[src/rtl/instr_fetch_ctrl.sv]
// Instruction fetch controller: assembles 32-bit words from a byte-wide memory.
// Optional next-word prefetch buffer enabled by defining IFETCH_PREFETCH_EN.
module instr_fetch_ctrl #(
    parameter int ADDR_W   = 10,
    parameter int MAX_WAIT = 15
) (
    input  logic              CLK,
    input  logic              RESET,
    input  logic [31:0]       PC,
    output logic [31:0]       INSTRUCTION,
    output logic              BUSYWAIT,
    output logic              MEM_READ,
    output logic [ADDR_W-1:0] MEM_ADDRESS,
    input  logic [7:0]        MEM_READDATA,
    input  logic              MEM_ACK,
    output logic              FETCH_ERR
);

    localparam int WAIT_W = $clog2(MAX_WAIT + 1);

    localparam logic [1:0] S_IDLE = 2'd0;
    localparam logic [1:0] S_READ = 2'd1;
    localparam logic [1:0] S_ERR  = 2'd2;
`ifdef IFETCH_PREFETCH_EN
    localparam logic [1:0] S_PREF = 2'd3;
`endif

    logic [1:0]        r_state;
    logic              r_valid;
    logic [ADDR_W-1:0] r_tag;
    logic [31:0]       r_word;
    logic [23:0]       r_asm;
    logic [ADDR_W-3:0] r_base;
    logic [1:0]        r_cnt;
    logic [WAIT_W-1:0] r_wait;

    logic [ADDR_W-1:0] w_pc;
    logic              w_misalign;
    logic              w_hit_main;
    logic              w_hit;
    logic              w_busy_fsm;
    logic              w_last;
    logic              w_timeout;
    logic [31:0]       w_full;
    logic              w_unused_pc;

    assign w_pc        = PC[ADDR_W-1:0];
    assign w_misalign  = PC[1] | PC[0];
    assign w_hit_main  = r_valid && (r_tag == w_pc);
    assign w_last      = (r_cnt == 2'd3);
    assign w_timeout   = (r_wait == WAIT_W'(MAX_WAIT - 1));
    assign w_full      = {MEM_READDATA, r_asm};
    assign w_unused_pc = ^PC;

`ifdef IFETCH_PREFETCH_EN
    logic              r_pvalid;
    logic [ADDR_W-1:0] r_ptag;
    logic [31:0]       r_pword;
    logic              w_hit_pref;
    logic [ADDR_W-1:0] w_next_tag;

    assign w_hit_pref  = r_pvalid && (r_ptag == w_pc);
    assign w_next_tag  = r_tag + ADDR_W'(4);
    assign w_hit       = w_hit_main | w_hit_pref;
    assign w_busy_fsm  = (r_state == S_READ) | (r_state == S_PREF);
    assign INSTRUCTION = (!w_hit_main && w_hit_pref) ? r_pword : r_word;
`else
    assign w_hit       = w_hit_main;
    assign w_busy_fsm  = (r_state == S_READ);
    assign INSTRUCTION = r_word;
`endif

    assign MEM_READ    = w_busy_fsm;
    assign MEM_ADDRESS = {r_base, r_cnt};
    assign FETCH_ERR   = (r_state == S_ERR);
    assign BUSYWAIT    = RESET & (~w_hit | (r_state == S_ERR));

    // Fetch sequencer: byte requests, word assembly, buffer fill and error trap
    always_ff @(posedge CLK) begin
        if (!RESET) begin
            r_state <= S_IDLE;
            r_valid <= 1'b0;
            r_tag   <= '0;
            r_word  <= '0;
            r_asm   <= '0;
            r_base  <= '0;
            r_cnt   <= '0;
            r_wait  <= '0;
`ifdef IFETCH_PREFETCH_EN
            r_pvalid <= 1'b0;
            r_ptag   <= '0;
            r_pword  <= '0;
`endif
        end else begin
            unique case (r_state)
                S_IDLE: begin
                    if (w_misalign) begin
                        r_state <= S_ERR;
                    end else if (w_hit_main) begin
`ifdef IFETCH_PREFETCH_EN
                        if (!(r_pvalid && (r_ptag == w_next_tag))) begin
                            r_base  <= w_next_tag[ADDR_W-1:2];
                            r_cnt   <= '0;
                            r_wait  <= '0;
                            r_state <= S_PREF;
                        end
`endif
`ifdef IFETCH_PREFETCH_EN
                    end else if (w_hit_pref) begin
                        r_tag    <= r_ptag;
                        r_word   <= r_pword;
                        r_valid  <= 1'b1;
                        r_ptag   <= r_tag;
                        r_pword  <= r_word;
                        r_pvalid <= r_valid;
`endif
                    end else begin
                        r_base  <= w_pc[ADDR_W-1:2];
                        r_cnt   <= '0;
                        r_wait  <= '0;
                        r_state <= S_READ;
                    end
                end
`ifdef IFETCH_PREFETCH_EN
                S_READ, S_PREF: begin
`else
                S_READ: begin
`endif
                    if (MEM_ACK) begin
                        case (r_cnt)
                            2'd0:    r_asm[7:0]   <= MEM_READDATA;
                            2'd1:    r_asm[15:8]  <= MEM_READDATA;
                            2'd2:    r_asm[23:16] <= MEM_READDATA;
                            default: ;
                        endcase
                        r_cnt  <= r_cnt + 2'd1;
                        r_wait <= '0;
                        if (w_last) begin
                            r_state <= S_IDLE;
`ifdef IFETCH_PREFETCH_EN
                            if (r_state == S_PREF) begin
                                r_ptag   <= {r_base, 2'b00};
                                r_pword  <= w_full;
                                r_pvalid <= 1'b1;
                            end else begin
                                r_tag   <= {r_base, 2'b00};
                                r_word  <= w_full;
                                r_valid <= 1'b1;
                            end
`else
                            r_tag   <= {r_base, 2'b00};
                            r_word  <= w_full;
                            r_valid <= 1'b1;
`endif
                        end
                    end else if (w_timeout) begin
                        r_state <= S_ERR;
                        r_valid <= 1'b0;
`ifdef IFETCH_PREFETCH_EN
                        r_pvalid <= 1'b0;
`endif
                    end else begin
                        r_wait <= r_wait + WAIT_W'(1);
                    end
                end
                S_ERR: begin
                    r_state <= S_ERR;
                end
                default: begin
                    r_state <= S_IDLE;
                end
            endcase
        end
    end

endmodule
[config.mk]
export PLATFORM = sky130hd
export DESIGN_NAME = instr_fetch_ctrl
export DESIGN_NICKNAME = d
export VERILOG_FILES = /design/src/rtl/instr_fetch_ctrl.sv
export SDC_FILE = /design/constraint.sdc
export NUM_CORES = 1
export LEC_CHECK = 0
export CORE_ASPECT_RATIO = 0.8
export CORE_MARGIN = 5
export CORE_UTILIZATION = 40
export DETAILED_ROUTE_END_ITERATION = 10
export PLACE_DENSITY = 0.71
export SYNTH_ARGS = -nofsm -noshare
export SYNTH_HDL_FRONTEND = slang
export SYNTH_SLANG_ARGS = --single-unit
[constraint.sdc]
create_clock -name CLK -period 1.6 [get_ports CLK]
set_input_delay 0.24 -clock CLK [delete_from_list [all_inputs] [get_ports CLK]]
set_output_delay 0.24 -clock CLK [all_outputs]
set_load 0.005 [all_outputs]
==> flow_summary_export.csv, run 1 <==
group,metric,value,unit
sta,hold_ws,207.0,ps
power_and_ir_drop,switching_share,22.93,%
logic_synthesis,syn_nets,443,
critical_path,critPathCaptureType,"output pin",
drt,num_vias,2808,
power_and_ir_drop,p_int,2.880,mW
cts,cts_hold_buf,0,
grt,grt-ovfl-total,0,
critical_path,reg2regPathDepth,8,
placed_design,io_buffers,65,
final_layout,fin_util,56.50,%
floorplanning,die_h,91.48,um
power_and_ir_drop,p_sw,0.8569,mW
critical_path,cp-startpoint,"r_tag[3]$_SDFFE_PN0P_",
critical_path,cp_max_fo,2,
logic_synthesis,synth_cells,394,
critical_path,path_cells,"xnor2_2, nand3_2, nor4_4, a21oi_1, buf_2",
placed_design,hpwl,5370,um
grt,grtUsageMet3,4.651,%
sta,finalSetupViolations,13,
floorplanning,rows,29,
cts,cts.clk_slew.worst_paths,80,ps
logic_synthesis,synth_area,0.003319,mm^2
sta,min_period,1800,ps
sta,slew_headroom,77.56,%
critical_path,cp_top_family,"simple AND/OR/NAND/NOR gates",
drt,drtAntennaViolNets,0,
final_layout,areaGrowthSynthToFinish,36.49,%
logic_synthesis,ys_seq_area_share,48.85,%
cts,cts_buffer_depth,2,
logic_synthesis,synth_area_per_cell,8.425,um^2
worst_hold_path,hold_path.class,"in2reg",
placed_design,placed_area,0.004130,mm^2
floorplanning,die_w,111.9,um
power_and_ir_drop,peakVddDrop,0.0004717,V
critical_path,reg2reg_from,"r_tag[3]$_SDFFE_PN0P_",
cts,clk_latency,350,ps
grt,use_met2,23.80,%
sta,max_freq,0.5557,GHz
sta,finClkSkew,7.804,ps
grt,grt_pass1_wl,12930,um
status,violations,"setup timing",
critical_path,cp.depth,5,
logic_synthesis,synth_cell_types,37,
critical_path,path_class,"reg2out",
floorplanning,start_util,41.39,%
power_and_ir_drop,p_leak,1.596,nW
final_layout,final_cells,578,
critical_path,cp.required,1360,ps
power_and_ir_drop,p_per_area,824.8,mW/mm^2
final_layout,fin_nets,516,
power_and_ir_drop,power_frac_clock,38.0,%
final_layout,diodes,0,
critical_path,critical_path.slowest_cell,"nor4_4",
logic_synthesis,synth_seq_cells,81,
cts,clockRootBuffer,"clkbuf_8",
final_layout,finalInstanceArea,0.004531,mm^2
drt,wl_per_cell,13.74,um
critical_path,worstPathArrival,1560,ps
sta,hold_viol_final,0,
critical_path,cp.buffers_inverters,1,
worst_hold_path,hold_depth,3,
status,status,"complete, but fails checks",
placed_design,dp.cells,558,
cts,cts.sinks,81,
drt,drc,0,
cts,cts_tree,"done",
placed_design,gp_congestion,0.7265,
sta,timing.final.ws_setup,-199.5,ps
drt,dr.pass1.iters,4,
grt,antenna_found_initial,0,
floorplanning,core-area,0.008019,mm^2
placed_design,place_ws,-757.1,ps
run,drv_cap,0,
drt,wl,7944,um
grt,busiest_layer,"met2",
drt,drt_iter0_drc,151,
cts,htreeDepth,3,
final_layout,final_cell_mix,"nand2_1, dfxtp_1, clkdlybuf4s50_1",
worst_hold_path,hold_start,"PC[3]",
floorplanning,dieArea,0.01023,mm^2
sta,period_share,112.5,%
final_layout,layout_commonest_cell,"nand2_1",
grt,use_met1,20.60,%
floorplanning,ioPinCount,88,
power_and_ir_drop,power_frac_seq,54.8,%
sta,tightestPinTransition,336.6,ps
power_and_ir_drop,power_frac_comb,7.3,%
grt,grt_pass1_vias,2641,
sta,rsz0062_at_grt,"yes",
final_layout,drive_gt1_share,14.89,%
critical_path,cp-start-kind,"flop",
grt,track_usage,15.33,%
logic_synthesis,synth_warnings,0,
sta,finalMaxSlewViolations,0,
cts,numCtsBuffers,9,
drt,avgViaCountPerCell,4.858,
grt,grt_max_degree,92,
critical_path,slowest_delay,350,ps
-- power groups by stage --
stage          logic [mW]  clock network (mW)  registers (mW)
2_1_floorplan       0.115                   0            2.09
3_3_place_gp        0.246                   0            2.09
3_5_place_dp        0.250                   0            2.09
4_1_cts             0.265                1.46            2.05
5_1_grt             0.293                1.54            2.05
6_report            0.272                1.42            2.05
-- kinds of logic (layout without fill, tap and decap cells) --
family | Yosys count | in the layout | share of synthesized area, %
and+or+nand+nor | 181 | 181 | 22.28
DFF | 81 | 81 | 48.85
AOI/OAI and AO/OA | 78 | 78 | 17.49
buffers and inverters | 31 | 107 | 4.297
muxes | 9 | 9 | 2.714
xor gates and xnor gates | 8 | 8 | 2.111
adders and majority gates | 6 | 6 | 2.262
-- what timing repair did --
action	CTS	global route
resized for setup	25	33
cloned	0	1
pin swaps	11	11
endpoints found under the setup margin	19	79
buffers inserted	5	0
-- tightest hold or removal path, delay by kind of cell --
family        cells  cell delay (ps)
mux               1               60
buf+inv           1              150
simple gates      1               60
-- flip-flops by register name, indices dropped and copies added, names as in the netlist --
| name | cells |
|---|---|
| INSTRUCTION | 32 |
| r_asm | 24 |
| r_base | 8 |
| r_cnt | 2 |
| r_state | 2 |
| r_tag | 8 |
| r_valid | 1 |
| r_wait | 4 |
-- routing by layer --
layer	vias to the layer above	part of all wire (%)	wire length (um)
met3	12	5.1	407
met1	1306	48	3800
met4	0	1.3	102
met2	57	46	3634
li1	1433	-	-
met5	-	0	0
-- layout make-up --
class,instances,area [um^2]
fillers,717,3488
inverters,6,25.02
well taps,108,135.1
multi-input cells,282,1675
repair buffers,87,879.6
flip-flops and latches,81,1633
clock inverters,5,58.81
clock buffers,9,123.9
-- Yosys cell counts --
cell type,instances,area [um^2]
inv_1,5,18.77
nand2_1,153,574.3
o21a_1,1,7.510
dfxtp_1,81,1622
a21oi_1,5,25.02
nand2b_2,1,8.760
a21boi_1,14,105.1
buf_2,2,10.01
nor4_2,1,12.51
buf_6,1,11.26
and2_1,2,12.51
o21ai_0,3,15.01
clkbuf_1,14,52.55
a211oi_1,1,7.510
nor3b_1,1,7.510
xnor2_1,6,52.55
buf_1,3,11.26
buf_4,4,30.03
o31ai_4,1,21.27
and3_1,4,25.02
nor3_1,3,15.01
a21boi_0,49,367.9
ha_1,6,75.07
nand3b_1,1,7.510
o31ai_1,1,7.510
nand4_1,2,12.51
nand3_1,6,30.03
mux2i_1,9,90.09
clkbuf_2,1,5.000
a311oi_1,1,8.760
nor2_1,4,15.01
xor2_1,2,17.52
a211o_1,1,8.760
or3_1,1,6.260
nor2b_1,2,12.51
a31oi_1,1,6.260
inv_2,1,3.750
-- stage by stage --
step / total power, mW / TNS (ps)
2_1_floorplan: 2.208 / 0
3_3_place_gp: 2.338 / -10460
3_5_place_dp: 2.343 / -12060
4_1_cts: 3.769 / -1462
5_1_grt: 3.880 / -2268
6_report: 3.737 / -1010
-- final timing paths --
check / endpoint / slack [ps]
worst max-delay path: BUSYWAIT / -200
worst min-delay path: r_base[1]$_SDFFE_PN0P_ / 210
worst max register to register: r_cnt[0]$_SDFFE_PN0P_ / -90
worst min register to register: INSTRUCTION[0]$_SDFFE_PN0P_ / 450
(Power assumes the default switching activity.)
==> inputs of run 2 (changes only) <==
PLACE_DENSITY = 0.79   (was 0.71)
==> run 2 against run 1 <==
The flow still finishes with violations (setup timing). Sequential power barely moved. Clock skew barely moved. First-iteration DRC count rose by 38%. Critical path depth did not move. Non-clock buffer count fell by 4. Via count rose by 0.64%. Wire length fell by 1.4%.
==> flow_summary_export.csv, run 2 (synthesis results as in run 1) <==
group,metric,value,unit
placed_design,place_ws,-753.1,ps
critical_path,worstPathArrival,1550,ps
placed_design,gp_congestion,0.7352,
cts,cts_buffer_depth,2,
critical_path,reg2reg_from,"r_tag[8]$_SDFFE_PN0P_",
run,drv_cap,0,
final_layout,fin_nets,512,
grt,grt-ovfl-total,0,
power_and_ir_drop,power,3.872,mW
final_layout,largest_reg_flops,32,
floorplanning,dieArea,0.01023,mm^2
critical_path,reg2regPathDepth,7,
critical_path,cp_max_fo,2,
sta,finalSetupViolations,3,
sta,finClkSkew,7.951,ps
power_and_ir_drop,p_per_area,854.2,mW/mm^2
floorplanning,die_h,91.48,um
cts,cts_tree,"done",
sta,period_share,112.0,%
drt,wl_per_cell,13.60,um
worst_hold_path,hold_path.class,"in2reg",
final_layout,fin_util,56.53,%
grt,grt_pass1_vias,2695,
drt,drc,0,
drt,drtAntennaViolNets,0,
grt,grt_pass1_wl,12880,um
cts,cts_hold_buf,0,
floorplanning,rows,29,
drt,dr.pass1.iters,5,
drt,num_vias,2826,
floorplanning,core-area,0.008019,mm^2
cts,cts.sinks,81,
cts,cts.clk_slew.worst_paths,90,ps
final_layout,diodes,0,
floorplanning,ioPinCount,88,
critical_path,r2r_slack,-40,ps
final_layout,final_cells,576,
sta,tightestPinTransition,330.6,ps
power_and_ir_drop,p_leak,1.631,nW
cts,htreeDepth,3,
critical_path,cp.required,1360,ps
critical_path,cp-startpoint,"r_tag[8]$_SDFFE_PN0P_",
sta,hold_ws,227.0,ps
final_layout,layout_commonest_cell,"nand2_1",
status,violations,"setup timing",
grt,track_usage,15.31,%
drt,wl,7833,um
critical_path,critPathCaptureType,"output pin",
final_layout,drive_gt1_share,14.10,%
cts,numCtsBuffers,9,
critical_path,cp-start-kind,"flop",
sta,slew_headroom,77.96,%
drt,drt_iter0_drc,209,
sta,max_freq,0.5582,GHz
sta,min_period,1792,ps
sta,hold_viol_final,0,
critical_path,rr_endpoint,"r_cnt[0]$_SDFFE_PN0P_",
sta,finalMaxSlewViolations,0,
critical_path,path_class,"reg2out",
placed_design,io_buffers,65,
sta,setup_tns,-242.0,ps
critical_path,crit_path_end,"BUSYWAIT",
floorplanning,die_w,111.9,um
grt,antenna_found_initial,0,
final_layout,final_cell_mix,"nand2_1, dfxtp_1, clkdlybuf4s50_1",
final_layout,areaGrowthSynthToFinish,36.56,%
placed_design,dp.cells,556,
sta,rsz0062_at_grt,"yes",
floorplanning,start_util,41.39,%
sta,timing.final.ws_setup,-191.6,ps
cts,clockRootBuffer,"clkbuf_8",
drt,avgViaCountPerCell,4.906,
final_layout,finalInstanceArea,0.004533,mm^2
placed_design,placed_area,0.004128,mm^2
grt,grt_max_degree,92,
cts,clk_latency,340,ps
status,status,"complete, but fails checks",
power_and_ir_drop,peakVddDrop,0.0003963,V
placed_design,hpwl,5442,um
## run 2: critical path, cell delays in order, from the launching register on
cell and delay (ps):
dfxtp_2 340, xnor2_2 150, nand3_2 100, nor4_4 340
a21oi_1 130, buf_2 140
## run 2: cell type report
class	instances	area, um^2
multi-input cells	282	1683
fillers	708	3486
inverters	6	25.02
well taps	108	135.1
clock buffers	11	151.4
clock inverters	5	62.56
repair buffers	83	840.8
flip-flops and latches	81	1635
## run 2: timing repair
action	in CTS	in global routing
gates resized for setup	25	33
pin swaps	9	8
setup endpoints to repair	20	58
setup buffers	3	2
## run 2: worst min-delay path by stage
stage | slack (ps) | end | cells after the start | startpoint
2_1_floorplan | 370 | r_asm[21]$_SDFFE_PN0P_ | 2 | MEM_READDATA[5]
3_3_place_gp | 440 | r_asm[7]$_SDFFE_PN0P_ | 2 | r_asm[7]$_SDFFE_PN0P_
3_5_place_dp | 450 | INSTRUCTION[9]$_SDFFE_PN0P_ | 2 | INSTRUCTION[9]$_SDFFE_PN0P_
4_1_cts | 220 | INSTRUCTION[20]$_SDFFE_PN0P_ | 3 | RESET
5_1_grt | 240 | INSTRUCTION[20]$_SDFFE_PN0P_ | 3 | RESET
6_report | 230 | r_base[6]$_SDFFE_PN0P_ | 3 | PC[8]
## run 2: metal layers
metal	share of wire (%)	vias up	track usage (%)	wire (um)
met4	0.51	0	4.559	40
met5	0	-	0	0
met1	46	1342	20.56	3626
met3	6.6	2	4.983	516
li1	-	1422	-	-
met2	47	60	23.50	3649
## run 2: where the power goes
group | switching, mW | total [mW] | leakage (nW) | internal [mW]
clock network | 0.743 | 1.56 | 0.102 | 0.814
registers | 0.0164 | 2.05 | 0.658 | 2.03
logic | 0.125 | 0.267 | 0.870 | 0.143
==> inputs of run 3 (changes only) <==
CORE_MARGIN = not set   (was 5)
SETUP_SLACK_MARGIN = 0.02   (was not set)
==> run 3 against run 2 <==
The flow still finishes with violations (setup timing). Sequential share of layout area is 0.36 points lower. Design area is 0.94% higher. Final cell count is 0.69% higher. Highest routed layer unchanged.
==> flow_summary_export.csv, run 3 (synthesis results as in run 1) <==
group,metric,value,unit
drt,dr.pass1.iters,4,
status,violations,"setup timing",
critical_path,worstPathArrival,1610,ps
sta,timing.final.ws_setup,-247.6,ps
critical_path,cp.required,1360,ps
sta,rsz0062_at_grt,"yes",
sta,hold_viol_final,0,
power_and_ir_drop,power_frac_comb,7.3,%
critical_path,reg2reg_from,"r_tag[8]$_SDFFE_PN0P_",
worst_hold_path,hold_path.class,"in2reg",
drt,num_vias,2884,
final_layout,layout_commonest_cell,"nand2_1",
worst_hold_path,hold_start,"PC[3]",
floorplanning,die_w,103.9,um
floorplanning,start_util,41.58,%
status,status,"complete, but fails checks",
critical_path,critPathCaptureType,"output pin",
sta,finalSetupViolations,16,
critical_path,path_class,"in2out",
sta,finClkSkew,10.48,ps
power_and_ir_drop,p_per_area,839.6,mW/mm^2
floorplanning,core-area,0.007983,mm^2
critical_path,cp-start-kind,"input port",
power_and_ir_drop,power_frac_clock,39.4,%
grt,grt-ovfl-total,0,
cts,cts.clk_slew.worst_paths,80,ps
sta,finalMaxSlewViolations,0,
final_layout,areaGrowthSynthToFinish,37.84,%
critical_path,cp.buffers_inverters,2,
power_and_ir_drop,p_leak,1.616,nW
critical_path,path_cells,"clkdlybuf4s50_1, xnor2_2, nand3_2, nor4_4, a21oi_2, buf_2",
cts,clockRootBuffer,"clkbuf_8",
final_layout,diodes,0,
sta,tightestPinTransition,326.7,ps
final_layout,final_cell_mix,"nand2_1, dfxtp_1, clkdlybuf4s50_1",
drt,drtAntennaViolNets,0,
cts,cts.sinks,81,
placed_design,io_buffers,65,
placed_design,gp_congestion,0.7676,
drt,avgViaCountPerCell,4.972,
final_layout,fin_nets,516,
grt,grt_pass1_wl,13540,um
power_and_ir_drop,peakVddDrop,0.0004850,V
floorplanning,rows,29,
sta,setup_tns,-1826,ps
drt,wl_per_cell,14.55,um
critical_path,slowest_delay,520,ps
sta,slew_headroom,78.22,%
power_and_ir_drop,p_int,2.909,mW
critical_path,cp_top_family,"buffers and inverters",
power_and_ir_drop,power_frac_seq,53.3,%
drt,drt_iter0_drc,209,
floorplanning,die_h,83.48,um
cts,numCtsBuffers,9,
placed_design,hpwl,5341,um
critical_path,critical_path.slowest_cell,"clkdlybuf4s50_1",
cts,cts_buffer_depth,2,
power_and_ir_drop,switching_share,24.28,%
run,drv_cap,0,
critical_path,cp_max_fo,2,
grt,grt_max_degree,92,
floorplanning,dieArea,0.008669,mm^2
final_layout,drive_gt1_share,15.68,%
sta,period_share,115.5,%
floorplanning,ioPinCount,88,
grt,antenna_found_initial,0,
grt,grt_pass1_vias,2869,
drt,wl,8439,um
sta,min_period,1848,ps
cts,cts_tree,"done",
sta,max_freq,0.5412,GHz
power_and_ir_drop,power,3.842,mW
grt,track_usage,19.82,%
power_and_ir_drop,p_sw,0.9329,mW
drt,drc,0,
cts,clk_latency,370,ps
final_layout,fill_cells,687,
final_layout,largest_reg_flops,32,
cts,htreeDepth,3,
critical_path,cp-startpoint,"PC[8]",
==> run 3: changes by cell type in the layout (fill, tap and decap cells not counted), sizes merged <==
cell	delta
clkbuf	-1
buf	+4
clkinv	+3
clkdlybuf4s50	+4
inv	-1
dlygate4sd2	-1
dlymetal6s2s	-3
clkinvlp	-1
==> run 3: power by group through the flow <==
stage                     clock (mW)  sequential [mW]  combinational, mW
after detailed placement           0             2.09              0.246
after global placement             0             2.09              0.239
final                           1.51             2.05              0.281
after floorplan                    0             2.09              0.115
after global routing            1.64             2.05              0.297
after CTS                       1.52             2.05              0.260
==> run 3: what timing repair did <==
item | CTS | global route
hold endpoints to repair | 0 | 0
setup endpoints to repair | 22 | 48
gates resized for setup | 33 | 39
buffers inserted | 5 | 1
cloned | 1 | 0
pin swaps | 8 | 11
hold buffers | 0 | 0
==> run 3: worst min-delay path, delay by kind of cell <==
kind | cells | cell delay [ps]
buf+inv | 1 | 170
simple gates | 1 | 70
mux | 1 | 60
==> run 3: cell type report <==
cell class | instances | area (um^2) | share of cell area [%]
clock inverters | 6 | 68.82 | 1.504
multi-input cells | 282 | 1710 | 37.38
clock buffers | 10 | 127.6 | 2.789
inverters | 6 | 25.02 | 0.5469
repair buffers | 87 | 874.6 | 19.11
well taps | 108 | 135.1 | 2.953
flip-flops and latches | 81 | 1634 | 35.71
==> run 3: worst paths after layout <==
check                                       to  slack, ps  cells after the start
setup / recovery                      BUSYWAIT       -250                      6
hold / removal          r_base[1]$_SDFFE_PN0P_        230                      3
setup reg to reg       r_state[0]$_SDFFE_PN0P_       -180                      8
hold reg to reg   INSTRUCTION[14]$_SDFFE_PN0P_        460                      2
==> run 3: layer usage <==
metal | up-vias | GRT usage (%) | wire (um)
met3 | 13 | 5.933 | 579
met1 | 1352 | 25.48 | 3718
met5 | - | 0 | 0
met2 | 88 | 31.09 | 4006
met4 | 0 | 8.182 | 135
li1 | 1431 | - | -
==> run 3: metrics by stage <==
stage / instances / setup WS [ps] / utilization, % / hold WS (ps) / cell area (um^2)
after global routing: 580 / -329.9 / 57.32 / 228.9 / 4576
final: 580 / -247.6 / 57.32 / 228.2 / 4576
after CTS: 579 / -322.8 / 55.86 / 179.0 / 4459
after detailed placement: 557 / -792.9 / 51.65 / 448.8 / 4123
after floorplan: 394 / 89.31 / - / 374.8 / 3319
after global placement: 557 / -721.9 / 51.65 / 442.7 / 4123
